<file path="src/rtl/sram_ctrl_pkg.sv">
// Shared definitions for the SRAM access controller: FSM state encoding
// and default parameter values.
package sram_ctrl_pkg;

    typedef enum logic [1:0] {
        IDLE = 2'd0,
        LO   = 2'd1,
        HI   = 2'd2,
        DONE = 2'd3
    } state_t;

    localparam int unsigned DEF_WAIT_CYCLES = 2;
    localparam int unsigned DEF_ADDR_BASE   = 1024;
    localparam int unsigned DEF_SRAM_AW     = 18;

endpackage

</file>
<file path="src/rtl/sram_access_ctrl_if.sv">
// Bus bundle between the MEM stage, the SRAM access controller and the SRAM pins.
// Handshake: the requester raises rd_en or wr_en and holds address, wdata
// and the request stable while ready is low; the access is complete in the
// first cycle ready is high (rdata is valid there for a read).
interface sram_access_ctrl_if #(
    parameter int unsigned SRAM_AW = 18
);
    logic               rd_en;
    logic               wr_en;
    logic [31:0]        address;
    logic [31:0]        wdata;
    logic [31:0]        rdata;
    logic               ready;
    logic [SRAM_AW-1:0] sram_addr;
    logic [15:0]        sram_dq_out;
    logic               sram_dq_oe;
    logic [15:0]        sram_dq_in;
    logic               sram_we_n;

    modport master (
        output rd_en, wr_en, address, wdata, sram_dq_in,
        input  rdata, ready, sram_addr, sram_dq_out, sram_dq_oe, sram_we_n
    );

    modport slave (
        input  rd_en, wr_en, address, wdata, sram_dq_in,
        output rdata, ready, sram_addr, sram_dq_out, sram_dq_oe, sram_we_n
    );
endinterface

</file>
<file path="src/rtl/sram_access_ctrl_wait_counter.sv">
// Loadable down-counter that times each half-word phase; zero marks the
// last cycle of a phase. It stops at zero rather than wrapping.
module wait_counter #(
    parameter int unsigned WIDTH = 2
) (
    input  logic             clk,
    input  logic             rst,
    input  logic             load,
    input  logic [WIDTH-1:0] load_val,
    input  logic             dec,
    output logic             zero
);
    logic [WIDTH-1:0] cnt;

    // Load takes precedence over decrement.
    always_ff @(posedge clk or posedge rst) begin
        if (rst) begin
            cnt <= '0;
        end else if (load) begin
            cnt <= load_val;
        end else if (dec && (cnt != '0)) begin
            cnt <= cnt - 1'b1;
        end
    end

    assign zero = (cnt == '0);
endmodule

</file>
<file path="src/rtl/sram_access_ctrl.sv">
// MEM-stage data access sequencer for a 16-bit SRAM. Each 32-bit access is
// split into a low and a high half-word phase, each held WAIT_CYCLES cycles.
// ready doubles as the pipeline freeze source (freeze = ~ready).
// Optional feature: define SRAM_CTRL_READ_BUF_EN for a one-entry read buffer
// that answers a repeated read of the last read address in zero cycles.
module sram_access_ctrl
    import sram_ctrl_pkg::*;
#(
    parameter int unsigned WAIT_CYCLES = DEF_WAIT_CYCLES,
    parameter int unsigned ADDR_BASE   = DEF_ADDR_BASE,
    parameter int unsigned SRAM_AW     = DEF_SRAM_AW
) (
    input  logic                clk,
    input  logic                rst,
    sram_access_ctrl_if.slave   bus,
    output state_t              state_dbg
);
    localparam int unsigned    CW     = $clog2(WAIT_CYCLES) + 1;
    localparam logic [CW-1:0]  RELOAD = CW'(WAIT_CYCLES - 1);

    state_t      state;
    state_t      state_nxt;
    logic [31:0] lat_addr;
    logic [31:0] lat_wdata;
    logic        lat_write;
    logic [31:0] rdata_q;
    logic        cnt_load;
    logic        cnt_dec;
    logic        cnt_zero;
    logic        take;
    logic        ready_fsm;
    logic        pins_on;
    logic        phase_hi;
    logic        hit;

    wait_counter #(.WIDTH(CW)) u_wait_counter (
        .clk      (clk),
        .rst      (rst),
        .load     (cnt_load),
        .load_val (RELOAD),
        .dec      (cnt_dec),
        .zero     (cnt_zero)
    );

`ifdef SRAM_CTRL_READ_BUF_EN
    logic [31:0] tag_q;
    logic        valid_q;

    // A plain read (not a combined read/write) of the buffered address skips the SRAM.
    assign hit = (state == IDLE) && valid_q && bus.rd_en && !bus.wr_en &&
                 (bus.address == tag_q);

    // Record each completed read; a write to the buffered address invalidates it.
    always_ff @(posedge clk or posedge rst) begin
        if (rst) begin
            tag_q   <= '0;
            valid_q <= 1'b0;
        end else if ((state == HI) && cnt_zero) begin
            if (!lat_write) begin
                tag_q   <= lat_addr;
                valid_q <= 1'b1;
            end else if (lat_addr == tag_q) begin
                valid_q <= 1'b0;
            end
        end
    end
`else
    assign hit = 1'b0;
`endif

    // State register.
    always_ff @(posedge clk or posedge rst) begin
        if (rst) begin
            state <= IDLE;
        end else begin
            state <= state_nxt;
        end
    end

    // Next state, counter control and phase decode.
    always_comb begin
        state_nxt = state;
        cnt_load  = 1'b0;
        cnt_dec   = 1'b0;
        take      = 1'b0;
        ready_fsm = 1'b0;
        pins_on   = 1'b0;
        phase_hi  = 1'b0;
        case (state)
            IDLE: begin
                ready_fsm = !(bus.rd_en || bus.wr_en) || hit;
                if ((bus.rd_en || bus.wr_en) && !hit) begin
                    take      = 1'b1;
                    cnt_load  = 1'b1;
                    state_nxt = LO;
                end
            end
            LO: begin
                pins_on = 1'b1;
                if (cnt_zero) begin
                    cnt_load  = 1'b1;
                    state_nxt = HI;
                end else begin
                    cnt_dec = 1'b1;
                end
            end
            HI: begin
                pins_on  = 1'b1;
                phase_hi = 1'b1;
                if (cnt_zero) begin
                    state_nxt = DONE;
                end else begin
                    cnt_dec = 1'b1;
                end
            end
            DONE: begin
                // Requests seen here belong to the instruction being released.
                ready_fsm = 1'b1;
                state_nxt = IDLE;
            end
            default: state_nxt = IDLE;
        endcase
    end

    // Capture the request; wr_en wins when both requests are high.
    always_ff @(posedge clk or posedge rst) begin
        if (rst) begin
            lat_addr  <= '0;
            lat_wdata <= '0;
            lat_write <= 1'b0;
        end else if (take) begin
            lat_addr  <= bus.address;
            lat_wdata <= bus.wdata;
            lat_write <= bus.wr_en;
        end
    end

    // Read data is sampled on the last cycle of each read phase.
    always_ff @(posedge clk or posedge rst) begin
        if (rst) begin
            rdata_q <= '0;
        end else if (pins_on && cnt_zero && !lat_write) begin
            if (phase_hi) begin
                rdata_q[31:16] <= bus.sram_dq_in;
            end else begin
                rdata_q[15:0] <= bus.sram_dq_in;
            end
        end
    end

    // Pins follow the state directly so a reset idles them in the same cycle.
    assign bus.sram_we_n   = !(pins_on && lat_write);
    assign bus.sram_dq_oe  = pins_on && lat_write;
    assign bus.sram_dq_out = (pins_on && lat_write) ?
                             (phase_hi ? lat_wdata[31:16] : lat_wdata[15:0]) : 16'h0000;
    assign bus.sram_addr   = pins_on ?
                             SRAM_AW'({(lat_addr - 32'(ADDR_BASE)) >> 2, phase_hi}) : '0;
    assign bus.rdata       = rdata_q;
    assign bus.ready       = rst || ready_fsm;
    assign state_dbg       = state;
endmodule

</file>
<file path="src/flat_wrapper.sv">
// flat-port wrapper written by rule: the top's interface ports become plain ports
module sram_access_ctrl_flat import sram_ctrl_pkg::*;
#(
    parameter int unsigned WAIT_CYCLES = DEF_WAIT_CYCLES,
    parameter int unsigned ADDR_BASE   = DEF_ADDR_BASE,
    parameter int unsigned SRAM_AW     = DEF_SRAM_AW
)
  (clk, rst, state_dbg, bus_rd_en, bus_wr_en, bus_address, bus_wdata, bus_sram_dq_in, bus_rdata, bus_ready, bus_sram_addr, bus_sram_dq_out, bus_sram_dq_oe, bus_sram_we_n);
  sram_access_ctrl_if #(.SRAM_AW(SRAM_AW)) bus_i ();
  input  logic clk;
  input  logic rst;
  output state_t state_dbg;
  input wire logic [$bits(bus_i.rd_en)-1:0] bus_rd_en;
  input wire logic [$bits(bus_i.wr_en)-1:0] bus_wr_en;
  input wire logic [$bits(bus_i.address)-1:0] bus_address;
  input wire logic [$bits(bus_i.wdata)-1:0] bus_wdata;
  input wire logic [$bits(bus_i.sram_dq_in)-1:0] bus_sram_dq_in;
  output wire logic [$bits(bus_i.rdata)-1:0] bus_rdata;
  output wire logic [$bits(bus_i.ready)-1:0] bus_ready;
  output wire logic [$bits(bus_i.sram_addr)-1:0] bus_sram_addr;
  output wire logic [$bits(bus_i.sram_dq_out)-1:0] bus_sram_dq_out;
  output wire logic [$bits(bus_i.sram_dq_oe)-1:0] bus_sram_dq_oe;
  output wire logic [$bits(bus_i.sram_we_n)-1:0] bus_sram_we_n;
  assign bus_i.rd_en = bus_rd_en;
  assign bus_i.wr_en = bus_wr_en;
  assign bus_i.address = bus_address;
  assign bus_i.wdata = bus_wdata;
  assign bus_i.sram_dq_in = bus_sram_dq_in;
  assign bus_rdata = bus_i.rdata;
  assign bus_ready = bus_i.ready;
  assign bus_sram_addr = bus_i.sram_addr;
  assign bus_sram_dq_out = bus_i.sram_dq_out;
  assign bus_sram_dq_oe = bus_i.sram_dq_oe;
  assign bus_sram_we_n = bus_i.sram_we_n;
  sram_access_ctrl #(.WAIT_CYCLES(WAIT_CYCLES), .ADDR_BASE(ADDR_BASE), .SRAM_AW(SRAM_AW)) u_core (.clk(clk), .rst(rst), .bus(bus_i), .state_dbg(state_dbg));
endmodule
</file>
<file path="config.mk">
export PLATFORM = sky130hd
export DESIGN_NAME = sram_access_ctrl_flat
export DESIGN_NICKNAME = d
export VERILOG_FILES = /design/src/rtl/sram_ctrl_pkg.sv /design/src/rtl/sram_access_ctrl_if.sv /design/src/rtl/sram_access_ctrl_wait_counter.sv /design/src/rtl/sram_access_ctrl.sv /design/src/flat_wrapper.sv
export SDC_FILE = /design/constraint.sdc
export NUM_CORES = 1
export LEC_CHECK = 0
export CAP_MARGIN = 10
export CORE_MARGIN = 10
export CORE_UTILIZATION = 33
export CTS_BUF_LIST = sky130_fd_sc_hd__clkbuf_16
export DETAILED_ROUTE_END_ITERATION = 10
export PLACE_DENSITY = 0.69
export SLEW_MARGIN = 25
export SYNTH_ARGS = -nofsm -noshare
export SYNTH_HDL_FRONTEND = slang
export SYNTH_SLANG_ARGS = --single-unit
export TNS_END_PERCENT = 100
</file>
<file path="constraint.sdc">
create_clock -name clk -period 3.41 [get_ports clk]
set_clock_uncertainty 0.05 [all_clocks]
set_input_delay 0.341 -clock clk [delete_from_list [all_inputs] [get_ports clk]]
set_output_delay 0.341 -clock clk [all_outputs]
set_load 0.02 [all_outputs]
</file>
==> metrics.yaml, run 1 <==
placement:
  io_buffers: 139
  place_area_mm2: 0.005405
  post-place-ws_ps: 718.1
  placed_cells: 556
  place.gp.congestion: 0.7591
  hpwl_mm: 7.308
logic_synthesis:
  yosysTopAreaCellShare: 0.5604
  synth_area_mm2: 0.003840
  synth-edff-count: 0
  ys_ff_latch: 86
  synth_area_leaders: "dfrtp_1, mux2_2, mux2i_1"
  syn-num-nets: 373
  yosys.area.top_type: "dfrtp_1"
  synth_cell_types: 30
  synth_common_cells: "dfrtp_1, mux2_2, mux2i_1, nor2_1, inv_1"
  netlist_instances: 283
  syn_area_per_cell_um2: 13.57
  yosys_warnings: 0
  yosysMostFrequentCell: "dfrtp_1"
  synthFlopType: "dfrtp_1"
  ys_seq_area_frac: 0.5604
  synthArstFlopShare: 1.000
critical_path:
  worstSetupEndpointType: "output pin"
  crit_arrival_ps: 2640
  r2r-start: "u_core.state_dbg[0]"
  worst-setup-path-type: "register to output pin"
  r2r_cells: 5
  reg2reg_to: "u_core.bus.rdata[30]"
  crit_required_ps: 3020
  startpoint_type: "register"
  path_max_fanout: 5
  rrSetupSlack_ps: 1150
global_route:
  grt_pass1_wl_mm: 15.84
  grt.overflow.total: 0
  grt_pass1_vias: 3001
  antenna_found_initial: 0
  grt_max_degree: 87
  grt.total_usage: 0.1204
routing:
  wire_per_inst_um: 17.16
  initialDrtViolationCount: 89
  antenna_left: 0
  via_per_inst: 4.687
  first_pass_iters: 3
  wl_mm: 9.800
  via_count: 2676
  drc: 0
pwr:
  p_total_mw: 6.328
  pwr_density_cell_mw_per_mm2: 1104
  peakVddDrop_mv: 0.4595
  p_leak_nw: 2.405
cts:
  cts_resized: 0
  ctsHoldBuffers: 0
  clk_latency_ps: 320
  numCtsBuffers: 9
  post_cts_buffers: 0
  path_clk_slew_ps: 60
  cts_root_buffer: "clkbuf_16"
  cts_buffer_depth: 2
  numClockSinks: 86
  cts_tree: "done"
  cts_htree_levels: 3
cells_and_area:
  area_growth_pct: 49.30
  postLayoutCoreUtil: 0.5021
  drive_above_1_share: 0.2500
  fin_nets: 514
  finalNonFillerCells: 571
  n_antenna_cell: 0
  design_area_mm2: 0.005733
hold_path:
  hold_end: "u_core.lat_addr[5]"
  holdPathStages: 1
  hold_path.class: "register to register"
  hold_path.startpoint: "u_core.lat_addr[5]"
timing:
  final.setup.tns_ps: 0
  fin_crit_sh: 0.8900
  holdWs_ps: 447.1
  worst_pin_slew_ps: 782.2
  rsz0062_at_grt: "false"
  fin_ws_ps: 375.1
  slew_headroom: 0.4785
  finalSetupViolations: 0
  finalHoldViolations: 0
  fin_crit_ps: 3035
  final_max_slew_viol_count: 0
  fmax_ghz: 0.3295
die:
  die-height_um: 127.9
  start_util: 0.3363
  die_x_um: 127.9
  dieArea_mm2: 0.01635
  row_count: 39
  core_mm2: 0.01142
  io_pins: 155
outcome:
  status: "completed"
flow_run:
  drv_cap: 0
==> worst max path at each step <==
stage                             end  depth (start not counted)                start  slack, ps
floorplan                   bus_ready                          2                  rst         60
global placement    bus_sram_addr[17]                          6  u_core.lat_addr[10]        730
detailed placement  bus_sram_addr[17]                          6  u_core.lat_addr[10]        720
CTS                 bus_sram_addr[17]                          6  u_core.lat_addr[10]        340
global route        bus_sram_addr[17]                          6  u_core.lat_addr[10]        250
finish              bus_sram_addr[17]                          6  u_core.lat_addr[10]        380
==> flip-flops by register name (all words and copies together), names as in the netlist <==
name / flops
u_core.lat_wdata: 32
u_core.bus.rdata: 32
u_core.state_dbg: 2
u_core.u_wait_counter.cnt: 2
u_core.lat_write: 1
u_core.lat_addr: 17
==> cell type report <==
class,count,area (µm²)
tap,143,178.9
fill,1041,5685
multi-input combinational,172,1587
inverter,11,42.54
sequential,86,2152
clock inverter,6,102.6
clock buffer,9,225.2
timing repair buffer,144,1445
==> placed cells by master, fill, tap and decap left out, types with 3 or more instances in the layout <==
cell type	instances
o21ai_0	3
clkdlybuf4s50_1	139
nor2_1	19
clkbuf_16	9
nand2_1	6
buf_4	3
inv_1	11
mux2_2	82
nor2b_1	4
dfrtp_1	86
mux2i_1	20
ha_1	6
bufinv_16	3
and2_1	9
==> routing by layer <==
metal,share of wire,global-route usage,wire (µm),vias to the layer above
met1,0.39,0.1274,3870,1324
met5,0,0,0,-
met2,0.49,0.2035,4846,81
met3,0.10,0.06700,1013,6
met4,0.0070,0.03046,69,0
li1,-,-,-,1265
==> critical path, stage by stage, from the launching register on <==
cell             delay, ps
dfrtp_1                420
inv_1                   70
ha_1                   190
or4b_4                 490
nor4_1                 300
mux2i_1                230
clkdlybuf4s50_1        620
==> power breakdown <==
group / internal (mW) / switching [mW] / total [mW] / leakage [nW]
logic: 1.79 / 1.62 / 3.40 / 1.23
registers: 1.55 / 0.300 / 1.85 / 1.01
clock network: 0.705 / 0.371 / 1.08 / 0.164
==> cell families after synthesis <==
| kind of cell | synth area share |
|---|---|
| buf+inv | 0.02932 |
| flops | 0.5604 |
| mux | 0.2926 |
| xor+xnor | 0.002281 |
| compound gates | 0.02508 |
| fa+ha+maj | 0.01955 |
| simple gates | 0.07070 |
Note: power is estimated with default switching activity, not from simulation.
==> inputs of run 2 (changes only) <==
Settings changed: CELL_PAD_IN_SITES_DETAIL_PLACEMENT set to 2, CELL_PAD_IN_SITES_GLOBAL_PLACEMENT set to 2, CORE_UTILIZATION 33 to 27, CTS_CLUSTER_SIZE set to 30, PLACE_DENSITY 0.69 to 0.84.
==> run 2 against run 1 <==
Net effect:
- power is 1.0% lower
- critical path depth stayed put
- sequential cell count stayed put
- combinational power grew 2%
==> metrics.yaml, run 2 (synthesis results as in run 1) <==
cts:
  cts_root_buffer: "clkbuf_16"  # unchanged
  clk_latency_ps: 330  # was 320 ps
  post_cts_buffers: 0  # unchanged
  numClockSinks: 86  # unchanged
  cts_resized: 0  # unchanged
  cts_tree: "done"  # unchanged
  cts_buffer_depth: 2  # unchanged
  ctsHoldBuffers: 0  # unchanged
  cts_htree_levels: 3  # unchanged
  numCtsBuffers: 9  # unchanged
  path_clk_slew_ps: 60  # about the same
die:
  die-height_um: 139.3  # was 127.9 µm
  die_x_um: 139.3  # was 127.9 µm
  core_mm2: 0.01388  # was 0.01142 mm²
  start_util: 0.2766  # was 0.3363
  dieArea_mm2: 0.01939  # was 0.01635 mm²
  row_count: 43  # was 39
  io_pins: 155  # unchanged
routing:
  drc: 0  # unchanged
  via_count: 2720  # was 2676
  wl_mm: 11.78  # was 9.800 mm
  via_per_inst: 4.481  # was 4.687
  initialDrtViolationCount: 86  # was 89
  first_pass_iters: 2  # was 3
  wire_per_inst_um: 19.41  # was 17.16 µm
  antenna_left: 0  # unchanged
timing:
  worst_pin_slew_ps: 720.4  # was 782.2 ps
  slew_headroom: 0.5186  # was 0.4785
  final.setup.tns_ps: 0  # unchanged
  finalSetupViolations: 0  # unchanged
  final_max_slew_viol_count: 0  # unchanged
  finalHoldViolations: 0  # unchanged
  holdWs_ps: 445.0  # was 447.1 ps
  rsz0062_at_grt: "false"  # unchanged
  fin_ws_ps: 354.8  # was 375.1 ps
  fmax_ghz: 0.3273  # was 0.3295 GHz
  fin_crit_sh: 0.8959  # was 0.8900
  fin_crit_ps: 3055  # was 3035 ps
cells_and_area:
  design_area_mm2: 0.005723  # was 0.005733 mm²
  multi_input_area_mm2: 0.001587  # unchanged
  postLayoutCoreUtil: 0.4123  # was 0.5021
  n_antenna_cell: 0  # unchanged
  drive_above_1_share: 0.2482  # was 0.2500
  fin_nets: 515  # was 514
  regArea_mm2: 0.002152  # unchanged
  final_common_cell: "clkdlybuf4s50_1"  # unchanged
  area_growth_pct: 49.04  # was 49.30%
  final_cell_mix: "clkdlybuf4s50_1, dfrtp_1, mux2_2"  # unchanged
  fillerInstances: 1419  # was 1041
placement:
  io_buffers: 139  # unchanged
  post-place-ws_ps: 658.3  # was 718.1 ps
  hpwl_mm: 8.915  # was 7.308 mm
  place.gp.congestion: 0.7208  # was 0.7591
  place_area_mm2: 0.005455  # was 0.005405 mm²
pwr:
  combPwrFrac: 0.554  # was 0.537
  peakVddDrop_mv: 0.3905  # was 0.4595 mV
  seq_power_share: 0.299  # was 0.293
  power_frac_clock: 0.147  # was 0.170
  sw_frac_of_total: 0.3791  # was 0.3612
  pwr_density_cell_mw_per_mm2: 1095  # was 1104 mW/mm²
  p_leak_nw: 2.379  # was 2.405 nW
  p_switching_mw: 2.375  # was 2.286 mW
  p_int_mw: 3.889  # was 4.042 mW
critical_path:
  crit_required_ps: 3020  # about the same
  rrSetupSlack_ps: 1120  # was 1150 ps
  crit_arrival_ps: 2660  # was 2640 ps
  startpoint_type: "register"  # unchanged
  r2r_cells: 5  # unchanged
  worst-setup-path-type: "register to output pin"  # unchanged
  worstSetupEndpointType: "output pin"  # unchanged
  path_max_fanout: 5  # unchanged
global_route:
  grt_pass1_wl_mm: 18.86  # was 15.84 mm
  grt_pass1_vias: 3284  # was 3001
  grt.overflow.total: 0  # unchanged
  antenna_found_initial: 0  # unchanged
  grt_max_degree: 45  # was 87
  grt.total_usage: 0.1226  # was 0.1204
hold_path:
  hold_path.class: "primary input to asynchronous set/reset pin"  # was register to register
flow_run:
  drv_cap: 0  # unchanged
outcome:
  status: "completed"  # unchanged
## run 2: cell count changes in the layout (fill, tap and decap cells not counted)
cell,previous run,this run
buf_4,3,5
bufinv_16,3,1
buf_6,1,0
## run 2: final timing paths
path / start / end
setup / recovery: u_core.lat_addr[10] / bus_sram_addr[17]
hold / removal: rst / u_core.lat_write
setup reg to reg: u_core.state_dbg[1] / u_core.bus.rdata[30]
hold reg to reg: u_core.lat_addr[2] / u_core.lat_addr[2]
max in group asynchronous: rst / u_core.lat_wdata[2]
min in group clk: u_core.lat_addr[2] / u_core.lat_addr[2]
## run 2: final cells by class
type | count | share of cell area
inverter | 11 | 0.007433
tap | 180 | 0.03935
timing repair buffer | 145 | 0.2532
multi-input combinational | 172 | 0.2772
clock buffer | 9 | 0.03935
clock inverter | 4 | 0.007433
sequential | 86 | 0.3760
## run 2: metal layers
layer / up-vias / routed length, µm / GRT usage / share of wire
li1: 1260 / - / - / -
met1: 1367 / 4487 / 0.1277 / 0.38
met2: 84 / 6094 / 0.2108 / 0.52
met3: 9 / 1097 / 0.06567 / 0.093
met4: 0 / 99 / 0.03130 / 0.0084
met5: - / 0 / 0 / 0
## run 2: power groups by stage
stage / logic [mW] / clock network [mW] / registers (mW)
floorplan: 1.80 / 0 / 2.06
global placement: 3.46 / 0 / 1.84
CTS: 3.57 / 0.954 / 1.88
detailed placement: 3.56 / 0 / 1.89
global route: 3.76 / 1.01 / 1.96
finish: 3.47 / 0.919 / 1.87
## run 2: metrics by stage
| stage | std cells | total power [mW] |
|---|---|---|
| detailed placement | 594 | 5.450 |
| global placement | 594 | 5.293 |
| global route | 607 | 6.726 |
| floorplan | 283 | 3.858 |
| finish | 607 | 6.264 |
| CTS | 607 | 6.408 |
## run 2: critical path: stages (launching register included)
cell and delay [ps]:
dfrtp_1 430, inv_1 90, ha_1 190, or4b_4 490
nor4_1 270, mux2i_1 240, clkdlybuf4s50_1 630
==> inputs of run 3 (changes only) <==
Settings changed: CTS_BUF_LIST sky130_fd_sc_hd__clkbuf_16 to unset, SKIP_CTS_REPAIR_TIMING set to 1, SLEW_MARGIN 25 to 5.
==> run 3 against run 2 <==
Net effect:
- non-clock buffer count stayed put
- register-to-register slack about the same
- global-route usage did not move
- power rose by 0.42%
- core utilization rose by 0.072 points
- via count did not move
- first-iteration DRC count stayed put
- critical path depth stayed put
- sequential power about the same
- critical endpoint unchanged
==> metrics.yaml, run 3 (synthesis results as in run 1) <==
critical_path:
  r2r_cells: 5  # unchanged
  crit_start: "u_core.lat_addr[10]"  # unchanged
  crit_arrival_ps: 2660  # about the same
  critPathMaxStageDelay_ps: 630  # about the same
  slowest_stage: "clkdlybuf4s50_1"  # unchanged
  startpoint_type: "register"  # unchanged
  rrSetupSlack_ps: 1120  # about the same
  crit_required_ps: 3020  # about the same
  path_max_fanout: 5  # unchanged
  reg2reg_to: "u_core.bus.rdata[30]"  # unchanged
  worstSetupEndpointType: "output pin"  # unchanged
  r2r-start: "u_core.state_dbg[1]"  # unchanged
  crit_chain: "inv_1 > ha_1 > or4b_4 > nor4_1 > mux2i_1 > clkdlybuf4s50_1"  # unchanged
  worst-setup-path-type: "register to output pin"  # unchanged
  crit_end: "bus_sram_addr[17]"  # unchanged
timing:
  rsz0062_at_grt: "false"  # unchanged
  finalHoldViolations: 0  # unchanged
  final_max_slew_viol_count: 0  # unchanged
  slew_headroom: 0.5186  # unchanged
  final.setup.tns_ps: 0  # unchanged
  fin_ws_ps: 354.8  # unchanged
  holdWs_ps: 445.1  # was 445.0 ps
  finalSetupViolations: 0  # unchanged
  fin_crit_sh: 0.8959  # unchanged
  fin_crit_ps: 3055  # unchanged
  fmax_ghz: 0.3273  # unchanged
  worst_pin_slew_ps: 720.4  # unchanged
global_route:
  grt_max_degree: 45  # unchanged
  grt_pass1_vias: 3284  # unchanged
  grt.total_usage: 0.1226  # unchanged
  grt_pass1_wl_mm: 18.86  # unchanged
  antenna_found_initial: 0  # unchanged
  grt.overflow.total: 0  # unchanged
pwr:
  peakVddDrop_mv: 0.3906  # was 0.3905 mV
  p_leak_nw: 2.381  # was 2.379 nW
  pwr_density_cell_mw_per_mm2: 1097  # was 1095 mW/mm²
cts:
  clk_latency_ps: 330  # about the same
  cts_root_buffer: "clkbuf_16"  # unchanged
  numCtsBuffers: 9  # unchanged
  numClockSinks: 86  # unchanged
  cts_htree_levels: 3  # unchanged
  path_clk_slew_ps: 60  # about the same
  cts_tree: "done"  # unchanged
  cts_buffer_depth: 2  # unchanged
routing:
  initialDrtViolationCount: 86  # unchanged
  first_pass_iters: 2  # unchanged
  drc: 0  # unchanged
  via_per_inst: 4.481  # unchanged
  wl_mm: 11.78  # unchanged
  antenna_left: 0  # unchanged
  via_count: 2720  # unchanged
  wire_per_inst_um: 19.41  # unchanged
placement:
  place.gp.congestion: 0.7208  # unchanged
  post-place-ws_ps: 658.3  # unchanged
  hpwl_mm: 8.915  # unchanged
  io_buffers: 139  # unchanged
die:
  dieArea_mm2: 0.01939  # unchanged
  row_count: 43  # unchanged
  die-height_um: 139.3  # unchanged
  die_x_um: 139.3  # unchanged
  start_util: 0.2766  # unchanged
  io_pins: 155  # unchanged
  core_mm2: 0.01388  # unchanged
cells_and_area:
  regArea_mm2: 0.002152  # unchanged
  multi_input_area_mm2: 0.001587  # unchanged
  n_antenna_cell: 0  # unchanged
  fin_nets: 515  # unchanged
  final_common_cell: "clkdlybuf4s50_1"  # unchanged
  final_cell_mix: "clkdlybuf4s50_1, dfrtp_1, mux2_2"  # unchanged
  drive_above_1_share: 0.2506  # was 0.2482
  fillerInstances: 1418  # was 1419
  area_growth_pct: 49.30  # was 49.04%
outcome:
  status: "completed"  # unchanged
flow_run:
  drv_cap: 0  # unchanged
hold_path:
  hold_path.class: "primary input to asynchronous set/reset pin"  # unchanged
[run 3: metal layers]
metal,track usage,part of all wire
met1,0.1277,0.38
met2,0.2108,0.52
met3,0.06567,0.093
met4,0.03130,0.0084
met5,0,0
[run 3: critical path: cells and delay by family, from the launching register on]
family        cells  cell delay, ps
mux               1             240
flops             1             430
buf+inv           2             720
simple gates      2             760
fa+ha+maj         1             190
[run 3: metrics by stage]
step	utilization	area, µm²	cells	total power [mW]
2_1_floorplan	-	3840	283	3.858
3_3_place_gp	0.3930	5455	594	5.293
3_5_place_dp	0.3930	5455	594	5.450
4_1_cts	0.4130	5733	607	6.435
5_1_grt	0.4130	5733	607	6.753
6_report	0.4130	5733	607	6.290
[run 3: worst min path at each step]
| stage | to | cells after the start |
|---|---|---|
| after detailed placement | u_core.lat_addr[5] | 1 |
| after CTS | u_core.lat_addr[5] | 1 |
| after global routing | u_core.lat_wdata[2] | 1 |
| final | u_core.lat_write | 3 |
| after floorplan | u_core.lat_write | 2 |
| after global placement | u_core.lat_addr[6] | 1 |
[run 3: power by group]
| group | internal [mW] | leakage (nW) | switching (mW) |
|---|---|---|---|
| combinational | 1.79 | 1.23 | 1.68 |
| clock | 0.574 | 0.137 | 0.371 |
| sequential | 1.55 | 1.01 | 0.321 |
[run 3: final cells by class]
| type | count | area share |
|---|---|---|
| tap | 180 | 0.03928 |
| sequential | 86 | 0.3754 |
| clock inverter | 2 | 0.006111 |
| multi-input combinational | 172 | 0.2767 |
| timing repair buffer | 145 | 0.2527 |
| inverter | 11 | 0.007420 |
| clock buffer | 11 | 0.04234 |
==> RTL change (flow settings as in run 3) <==
Set the package constant `DEF_SRAM_AW` to 9 (it was 18).
--- a/src/rtl/sram_ctrl_pkg.sv
+++ b/src/rtl/sram_ctrl_pkg.sv
@@ -12,5 +12,5 @@
     localparam int unsigned DEF_WAIT_CYCLES = 2;
     localparam int unsigned DEF_ADDR_BASE   = 1024;
-    localparam int unsigned DEF_SRAM_AW     = 18;
+    localparam int unsigned DEF_SRAM_AW     = 9;
 
 endpackage
Interface: changed (resized bus_sram_addr); port bits go from 155 to 146. No check against the original RTL was run, so the function may have changed too.
==> RTL change against run 3 <==
  * Synthesized area is 13% lower
  * Register-to-register slack improved by 0.05 ns
  * Sequential cell count is 9 lower
  * Wire length down 15%
  * Final cell count shrank 12%
  * Worst setup slack improved by 0.011 ns
  * Cell area fell by 12%
  * Via count fell by 14%
  * Power down 13%
  * Sequential share of layout area rose by 0.56 points
  * Largest cell class unchanged
==> RTL change: results (changes against run 3) <==
| Metric | Value |
|---|---|
| First-pass GRT wire length | 16400 um (-13%) |
| Worst path max stage delay | 0.64 ns |
| Top cells by count, synth | 77 x dfrtp_1, 73 x mux2_2, 19 x nor2_1 |
| Vias in the first global route | 2775 (-15%) |
| Yosys cell types | 25 (-17%) |
| Delay-heaviest family, CP | buffers and inverters |
| Clk_lat worst skew | 0.32 ns |
| First DRT Iteration DRCs | 81 (-5.8%) |
| Initial antenna violation count | 0 (unchanged) |
| GR Util met1 | 12.6% (-0.14 points) |
| Total track usage | 11.7% (-0.55 points) |
| First-pass DRT Iterations | 4 (+2) |
| Syn. warnings | 0 (unchanged) |
| Port Buffers | 121 (-13%) |
| Share of cells above drive strength 1 | 26.6% (+1.6 points) |
| Clock-pin slew on the worst setup and hold paths | 0.06 ns (about the same) |
| Fill cell count | 1284 (-9.4%) |
| Nets@finish | 455 (-12%) |
| CTS Root Cell | clkbuf_16 |
| Non-filler cells, final | 536 (-12%) |
| Metal-1 WL | 3930 um (-12%) |
| Crit-path slowest cell | clkdlybuf4s50_1 |
| GR Util met2 | 21.4% (+0.36 points) |
| Area contributors post-synth | dfrtp_1 57%, mux2_2 25%, mux2i_1 4.8% |
| Worst VDD drop | 0.348 mV (-11%) |
| Drt wl/cell | 18.8 um (-3.3%) |
| Syn Inst Count | 236 (-17%) |
| Register area share after synthesis | 57.5% (+1.4 points) |
| Ant diodes | 0 (unchanged) |
| Met3 Usage GRT | 4.00% (-2.6 points) |
| Hold WC Path Type | reg2reg |
| Crit-path max FO | 18 (+13) |
| Detailed-placement wirelength estimate | 7500 um (-16%) |
| P_leak | 2.11 nW (-11%) |
| Met3 wire len | 487 um (-56%) |
| DR top layer | met4 |
| Vias | 2350 (-14%) |
| Met2 routed WL | 5550 um (-9.0%) |
| FFs w/ async S/R, synth | 100% (unchanged) |
| Worst endpoint data arrival time | 2.65 ns (about the same) |
| Run status | completed |
| H-tree levels | 3 (unchanged) |
| CTS Buf Count | 9 (unchanged) |
| Relative slew slack | 33.0% (-19 points) |
| RD Place Congestion | 0.710 (-1.4%) |
| Cells after DPL | 520 (-12%) |
| Mapped Nets | 328 (-12%) |
| Largest net degree at the start of global routing | 78 (+73%) |
| Longest Clk Path Bufs | 2 (unchanged) |
[RTL change: area by class of cell]
| class | instances | share of cell area [%] |
|---|---|---|
| Clock buffer | 10 | 4.53 |
| Tap cell | 168 | 4.16 |
| Multi-Input combinational cell | 143 | 26.8 |
| Clock inverter | 6 | 1.26 |
| Sequential cell | 77 | 38.1 |
| Inverter | 6 | 0.470 |
| Timing Repair Buffer | 126 | 24.7 |
[RTL change: kinds of logic (layout without fill, tap and decap cells)]
kind of cell | Yosys count | in the layout | synth area share (%)
DFF | 77 | 77 | 57.5
xor gates and xnor gates | 1 | 1 | 0.261
AOI/OAI and AO/OA | 7 | 7 | 1.57
muxes | 89 | 89 | 29.3
buffers and inverters | 16 | 148 | 2.35
and+or+nand+nor | 38 | 38 | 6.08
adders and majority gates | 8 | 8 | 2.99
[RTL change: through the flow]
step                hold WS, ns  area (um^2)  worst slack (ns)
finish                    0.449         5060             0.366
global route              0.466         5060             0.108
CTS                       0.455         5060             0.270
detailed placement        0.440         4760             0.633
global placement          0.428         4760             0.636
floorplan                 0.396         3350             0.299
[RTL change: worst paths after layout]
path                                startpoint                      endpoint  cells after the start  slack (ns)
max                        u_core.state_dbg[1]            bus_sram_dq_out[0]                      6        0.37
min                         u_core.lat_addr[6]            u_core.lat_addr[6]                      1        0.45
max reg2reg                u_core.state_dbg[1]          u_core.bus.rdata[14]                      6        1.17
min reg2reg                 u_core.lat_addr[6]            u_core.lat_addr[6]                      1        0.45
max in group asynchronous                  rst          u_core.lat_wdata[16]                      3        2.01
min in group asynchronous                  rst  u_core.u_wait_counter.cnt[1]                      3        0.63
[RTL change: power by group]
part	total [mW]	leakage [nW]	internal (mW)	switching (mW)
Clock	0.935	0.138	0.565	0.370
Combinational	2.86	1.06	1.47	1.39
Sequential	1.65	0.909	1.39	0.264
